===== src/rtl/uart_tx_arbiter.sv =====
// Round-robin arbiter that shares one UART sender between the CPU TX path (ch0)
// and the RX echo/debug path (ch1), with per-channel sent counters and a launch timeout.
module uart_tx_arbiter #(
  parameter int START_TIMEOUT = 8,
  parameter int CNT_W         = 8
) (
  input  logic             clk16,
  input  logic             reset,
  input  logic             req0_valid,
  input  logic [7:0]       req0_data,
  output logic             req0_ready,
  input  logic             req1_valid,
  input  logic [7:0]       req1_data,
  output logic             req1_ready,
  input  logic             tx_status,
  output logic [7:0]       tx_data,
  output logic             tx_en,
  output logic [1:0]       grant,
  output logic             busy,
  output logic [CNT_W-1:0] sent_cnt0,
  output logic [CNT_W-1:0] sent_cnt1,
  output logic             err_timeout,
  input  logic             clr_err
);
  localparam int TW = $clog2(START_TIMEOUT + 1);

  typedef enum logic [1:0] {IDLE, LAUNCH, WAIT_BUSY, WAIT_DONE} state_t;

  state_t           state_q, state_d;
  logic             last_q, last_d;
  logic [TW-1:0]    tmo_q, tmo_d;
  logic [7:0]       tx_data_q, tx_data_d;
  logic [1:0]       grant_q, grant_d;
  logic [CNT_W-1:0] cnt0_q, cnt0_d, cnt1_q, cnt1_d;
  logic             err_q, err_d;
  logic             err_set, win1, rdy0, rdy1;

  // last_q resets to 1 so channel 0 wins the first contended round.
  always_ff @(posedge clk16 or negedge reset) begin
    if (!reset) begin
      state_q   <= IDLE;
      last_q    <= 1'b1;
      tmo_q     <= '0;
      tx_data_q <= '0;
      grant_q   <= '0;
      cnt0_q    <= '0;
      cnt1_q    <= '0;
      err_q     <= 1'b0;
    end else begin
      state_q   <= state_d;
      last_q    <= last_d;
      tmo_q     <= tmo_d;
      tx_data_q <= tx_data_d;
      grant_q   <= grant_d;
      cnt0_q    <= cnt0_d;
      cnt1_q    <= cnt1_d;
      err_q     <= err_d;
    end
  end

  always_comb begin
    state_d   = state_q;
    last_d    = last_q;
    tmo_d     = tmo_q;
    tx_data_d = tx_data_q;
    grant_d   = grant_q;
    cnt0_d    = cnt0_q;
    cnt1_d    = cnt1_q;
    err_set   = 1'b0;
    rdy0      = 1'b0;
    rdy1      = 1'b0;
    win1      = req1_valid && (!req0_valid || !last_q);
    case (state_q)
      IDLE: begin
        if (tx_status) begin
          rdy0 = req0_valid && !win1;
          rdy1 = win1;
        end
        if (rdy0 || rdy1) begin
          tx_data_d = rdy1 ? req1_data : req0_data;
          grant_d   = rdy1 ? 2'b10 : 2'b01;
          state_d   = LAUNCH;
        end
      end
      LAUNCH: begin
        tmo_d   = '0;
        state_d = WAIT_BUSY;
      end
      WAIT_BUSY: begin
        if (!tx_status) begin
          state_d = WAIT_DONE;
        end else if (tmo_q == TW'(START_TIMEOUT - 1)) begin
          // Sender never started: drop the byte but still rotate priority.
          err_set = 1'b1;
          grant_d = '0;
          last_d  = grant_q[1];
          state_d = IDLE;
        end else begin
          tmo_d = tmo_q + 1'b1;
        end
      end
      WAIT_DONE: begin
        if (tx_status) begin
          if (grant_q[1]) cnt1_d = cnt1_q + 1'b1;
          else            cnt0_d = cnt0_q + 1'b1;
          last_d  = grant_q[1];
          grant_d = '0;
          state_d = IDLE;
        end
      end
      default: state_d = IDLE;
    endcase
    err_d = err_q;
    if (clr_err) err_d = 1'b0;
    if (err_set) err_d = 1'b1;
  end

  assign req0_ready  = rdy0;
  assign req1_ready  = rdy1;
  assign tx_data     = tx_data_q;
  assign tx_en       = (state_q == LAUNCH);
  assign grant       = grant_q;
  assign busy        = (state_q != IDLE);
  assign sent_cnt0   = cnt0_q;
  assign sent_cnt1   = cnt1_q;
  assign err_timeout = err_q;
endmodule


===== config.mk =====
export PLATFORM = sky130hd
export DESIGN_NAME = uart_tx_arbiter
export DESIGN_NICKNAME = d
export VERILOG_FILES = /design/src/rtl/uart_tx_arbiter.sv
export SDC_FILE = /design/constraint.sdc
export NUM_CORES = 1
export LEC_CHECK = 0
export CAP_MARGIN = 20
export CORE_UTILIZATION = 40
export DETAILED_ROUTE_END_ITERATION = 8
export MAX_ROUTING_LAYER = met4
export PLACE_DENSITY = 0.72
export SYNTH_ARGS = -nofsm -noshare
export SYNTH_HDL_FRONTEND = slang
export SYNTH_SLANG_ARGS = --single-unit

===== constraint.sdc =====
create_clock -name clk16 -period 1.4 [get_ports clk16]
set_input_delay 0.21 -clock clk16 [delete_from_list [all_inputs] [get_ports clk16]]
set_output_delay 0.21 -clock clk16 [all_outputs]
set_load 0.01 [all_outputs]

==> report_table.html <==
<table>
<tr><th>Metric</th><th>Value</th></tr>
<tr><th colspan="2">Outcome</th></tr>
<tr><td>Outcome</td><td>complete, but fails checks</td></tr>
<tr><td>Failing checks</td><td>negative setup slack</td></tr>
<tr><th colspan="2">Worst setup path</th></tr>
<tr><td>Crit path depth</td><td>7</td></tr>
<tr><td>WP data arrival</td><td>1.68 ns</td></tr>
<tr><td>Number of cells on the worst reg-to-reg path</td><td>7</td></tr>
<tr><td>Critical Path RT</td><td>1.57 ns</td></tr>
<tr><td>Dominant delay contributor by cell family on the critical path</td><td>compound AO/OA/AOI/OAI gates</td></tr>
<tr><td>Critical path endpoint</td><td>grant[0]</td></tr>
<tr><td>Critical Path Slowest Stage Cell</td><td>dfrtp_1</td></tr>
<tr><td>Slack of the worst reg-to-reg path</td><td>-0.10 ns</td></tr>
<tr><td>Endpoint type of the worst setup path</td><td>flop</td></tr>
<tr><td>Crit-path max cell delay</td><td>0.38 ns</td></tr>
<tr><td>Worst reg2reg endpoint</td><td>grant[0]</td></tr>
<tr><td>Critical path start-end classification</td><td>flop to flop</td></tr>
<tr><td>Startpoint class of the critical path</td><td>flop</td></tr>
<tr><td>Largest fanout on the critical path</td><td>6</td></tr>
<tr><td>Number of buffer and inverter instances along the worst setup path</td><td>2</td></tr>
<tr><td>R2r startpoint</td><td>state_q[0]</td></tr>
<tr><td>Crit-path cells</td><td>inv_2 -&gt; buf_6 -&gt; ha_4 -&gt; nor2_2 -&gt; nor2_1 -&gt; a211o_1 -&gt; a22o_1</td></tr>
<tr><td>Start point of the critical path</td><td>state_q[0]</td></tr>
<tr><th colspan="2">Placement</th></tr>
<tr><td>Routability cong.</td><td>0.7589</td></tr>
<tr><td>Detailed placement HPWL</td><td>2.876 mm</td></tr>
<tr><td>Placed instance area</td><td>2539 µm²</td></tr>
<tr><td>Number of port buffers</td><td>52</td></tr>
<tr><th colspan="2">Yosys</th></tr>
<tr><td>Fraction of the yosys area taken by sequential cells</td><td>48.30%</td></tr>
<tr><td>Async SR Flop Fraction</td><td>100.0%</td></tr>
<tr><td>Number of enable-type register cells in the synthesized netlist</td><td>0</td></tr>
<tr><td>Count of state elements after synthesis</td><td>34</td></tr>
<tr><td>Synthesized net count</td><td>198</td></tr>
<tr><td>Top cells by area in the synthesized netlist</td><td>dfrtp_1 47%, xnor2_1 6.0%, ha_1 5.0%, mux2i_1 4.5%, nand2_1 4.0%</td></tr>
<tr><td>Biggest area consumer among synthesized cells</td><td>dfrtp_1</td></tr>
<tr><td>Area of the mapped netlist</td><td>1764 µm²</td></tr>
<tr><td>Syn avg cell area</td><td>10.44 µm²</td></tr>
<tr><td>Prevailing post-synth register cell</td><td>dfrtp_1</td></tr>
<tr><td>Yosys top cell area share</td><td>46.81%</td></tr>
<tr><td>Cell variety after synth</td><td>41</td></tr>
<tr><td>Total number of yosys warnings</td><td>0</td></tr>
<tr><td>Gate count of the mapped netlist</td><td>169</td></tr>
<tr><th colspan="2">Clocking</th></tr>
<tr><td>Number of buffers added by the clock tree synthesis step</td><td>5</td></tr>
<tr><td>Clock tree from TritonCTS</td><td>done</td></tr>
<tr><td>Largest buffer count on any clock path</td><td>2</td></tr>
<tr><td>CTS Root Buffer Type</td><td>clkbuf_8</td></tr>
<tr><td>CTS clock-pin slew for the worst setup and hold paths</td><td>0.07 ns</td></tr>
<tr><td>CTS Sinks</td><td>34</td></tr>
<tr><td>Max H-tree Level</td><td>2</td></tr>
<tr><td># hold bufs at CTS</td><td>0</td></tr>
<tr><td>Source-to-sink clock delay at the later pin of the worst-skew pair</td><td>0.28 ns</td></tr>
<tr><th colspan="2">Timing</th></tr>
<tr><td>Hold violation total from the final report</td><td>0</td></tr>
<tr><td>Transition at the pin with the smallest max-transition slack</td><td>0.2933 ns</td></tr>
<tr><td>Relative slew margins</td><td>80.45%</td></tr>
<tr><td>Setup repair after global routing missed its margin</td><td>yes</td></tr>
<tr><td>Maximum clock frequency</td><td>665.1 MHz</td></tr>
<tr><td>Endpoints failing setup</td><td>9</td></tr>
<tr><td>Min cycle time layout</td><td>1.504 ns</td></tr>
<tr><td>Final setup margin</td><td>-0.1036 ns</td></tr>
<tr><td>Final Cycle Share</td><td>107.4%</td></tr>
<tr><td>Final-layout worst hold slack</td><td>0.2943 ns</td></tr>
<tr><td>Post-route clock skew</td><td>0.003835 ns</td></tr>
<tr><td>Number of pins exceeding their max-slew limit in the final report</td><td>0</td></tr>
<tr><td>Setup tns final</td><td>-0.5291 ns</td></tr>
<tr><th colspan="2">Route</th></tr>
<tr><td>ANT nets after route</td><td>0</td></tr>
<tr><td>Total Routed Length</td><td>4.474 mm</td></tr>
<tr><td>Post-detailed-route wirelength per cell</td><td>14.34 µm</td></tr>
<tr><td>Number of violations reported at the end of detailed-routing iteration 0</td><td>53</td></tr>
<tr><td>Number of vias after detailed routing</td><td>1635</td></tr>
<tr><td>Final routed DRC violation total</td><td>0</td></tr>
<tr><td>Via density</td><td>5.240</td></tr>
<tr><td>Detailed Routing Iterations Pass 1</td><td>4</td></tr>
<tr><th colspan="2">Job</th></tr>
<tr><td>Number of maximum-capacitance violations</td><td>0</td></tr>
<tr><th colspan="2">Floorplan</th></tr>
<tr><td>Core region area</td><td>4115 µm²</td></tr>
<tr><td>Top-Level Pins</td><td>53</td></tr>
<tr><td>Die outline area</td><td>4680 µm²</td></tr>
<tr><td>Number of core rows</td><td>23</td></tr>
<tr><td>Effective utilization at floorplan</td><td>42.87%</td></tr>
<tr><td>Die width</td><td>68.41 µm</td></tr>
<tr><td>Die extent in y</td><td>68.41 µm</td></tr>
<tr><th colspan="2">Global routing</th></tr>
<tr><td>Maximum number of pins on one net before global-route repair</td><td>35</td></tr>
<tr><td>Number of global-route vias before repair</td><td>1459</td></tr>
<tr><td>Global-route congestion overflow total</td><td>0</td></tr>
<tr><td>First-pass GRT wire length</td><td>6.610 mm</td></tr>
<tr><td>Antenna violations before repair</td><td>0</td></tr>
<tr><td>Total routing resource utilization after global routing</td><td>19.88%</td></tr>
<tr><th colspan="2">Finish</th></tr>
<tr><td>Inserted Diodes</td><td>0</td></tr>
<tr><td>Area growth syn-to-layout</td><td>68.58%</td></tr>
<tr><td>Leading cell types in the layout, fill and taps excluded</td><td>33 x dfrtp_1, 29 x buf_4, 20 x clkdlybuf4s50_1</td></tr>
<tr><td>Post-Layout Inst Area</td><td>2974 µm²</td></tr>
<tr><td>Number of nets in the finished design</td><td>290</td></tr>
<tr><td>Leading cell type in the layout, fill and taps excluded</td><td>dfrtp_1</td></tr>
<tr><td>Fraction of final layout cells sized beyond drive strength 1</td><td>37.02%</td></tr>
<tr><td>Final core utilization</td><td>72.27%</td></tr>
<tr><th colspan="2">Power</th></tr>
<tr><td>Peak supply drop</td><td>1.153 mV</td></tr>
<tr><td>Reported leakage power</td><td>0.001616 µW</td></tr>
<tr><td>Power density cells</td><td>1680 nW/µm²</td></tr>
<tr><td>Total chip power</td><td>4995 µW</td></tr>
<tr><th colspan="2">Min path</th></tr>
<tr><td>Class of the worst hold path</td><td>input pin to async pin</td></tr>
</table>
==> logic make-up after synthesis <==
group,after synthesis,synth area share (%)
buffers and inverters,15,4.396
AO/OA/AOI/OAI,32,11.99
multiplexers,11,6.454
XOR/XNOR,15,7.447
adder cells (fa/ha/maj),7,4.964
flip-flops,34,48.30
AND/OR/NAND/NOR,55,16.45
==> state kept, by name (all words and copies together), names as in the netlist <==
register,flops
grant,2
last_q,1
tmo_q,4
state_q,2
tx_data,8
sent_cnt0,8
sent_cnt1,8
err_timeout,1
==> where the power goes <==
| group | internal (µW) | switching (µW) | leakage [µW] |
|---|---|---|---|
| clock network | 401 | 341 | 0.0000455 |
| logic | 1530 | 1280 | 0.00113 |
| registers | 1270 | 184 | 0.000443 |
| total | 3200 | 1800 | 0.00162 |
==> per-stage QoR <==
step,std cells,setup WS [ns]
detailed placement,291,-0.3754
global placement,291,-0.3853
CTS,307,-0.07638
floorplan,169,-0.08820
global route,312,-0.1694
finish,312,-0.1036
==> cell usage after synthesis, drive strengths merged (4+ instances only) <==
cell	number
nor2	8
inv	6
nand2	19
nand4	4
o21ai	11
xnor2	12
nand3	11
and3	4
dfrtp	33
buf	7
ha	7
mux2i	8
a21oi	7
==> worst register-to-register path, delay by kind of cell (launching register included) <==
family	cells	cell delay [ns]
AO/OA/AOI/OAI	2	0.48
adder cells (fa/ha/maj)	1	0.19
buffers and inverters	2	0.19
flip-flops	1	0.38
AND/OR/NAND/NOR	2	0.16
==> timing repair <==
item / 4_1_cts / 5_1_grt
endpoints found under the setup margin: 40 / 42
resized for setup: 51 / 61
setup buffers: 9 / 4
cloned: 0 / 1
pin swaps: 4 / 27
==> final cells by class <==
cell class                 count  area (µm²)
multi-input combinational    120        1040
tap                           50       62.56
inverter                       6       22.52
clock buffer                   8       90.09
sequential                    34       852.1
timing repair buffer          94       907.1
fill                         285        1141
==> layer usage <==
metal  wire length [µm]  up-vias  global-route usage [%]
li1                   -      775                       -
met1               1895      803                   25.03
met2               2304       50                   30.76
met3                204        7                   5.000
met4                 70        0                   7.031
met5                  0        -                       -
==> worst min path at each step <==
stage | start | end | slack, ns | depth (start not counted)
CTS | reset | sent_cnt0[4] | 0.30 | 2
finish | reset | err_timeout | 0.29 | 2
global placement | tx_data[2] | tx_data[2] | 0.46 | 2
detailed placement | tx_data[4] | tx_data[4] | 0.47 | 2
floorplan | reset | err_timeout | -0.09 | 0
global route | reset | sent_cnt0[4] | 0.30 | 2
No activity file was read; power rests on OpenSTA's default activity.
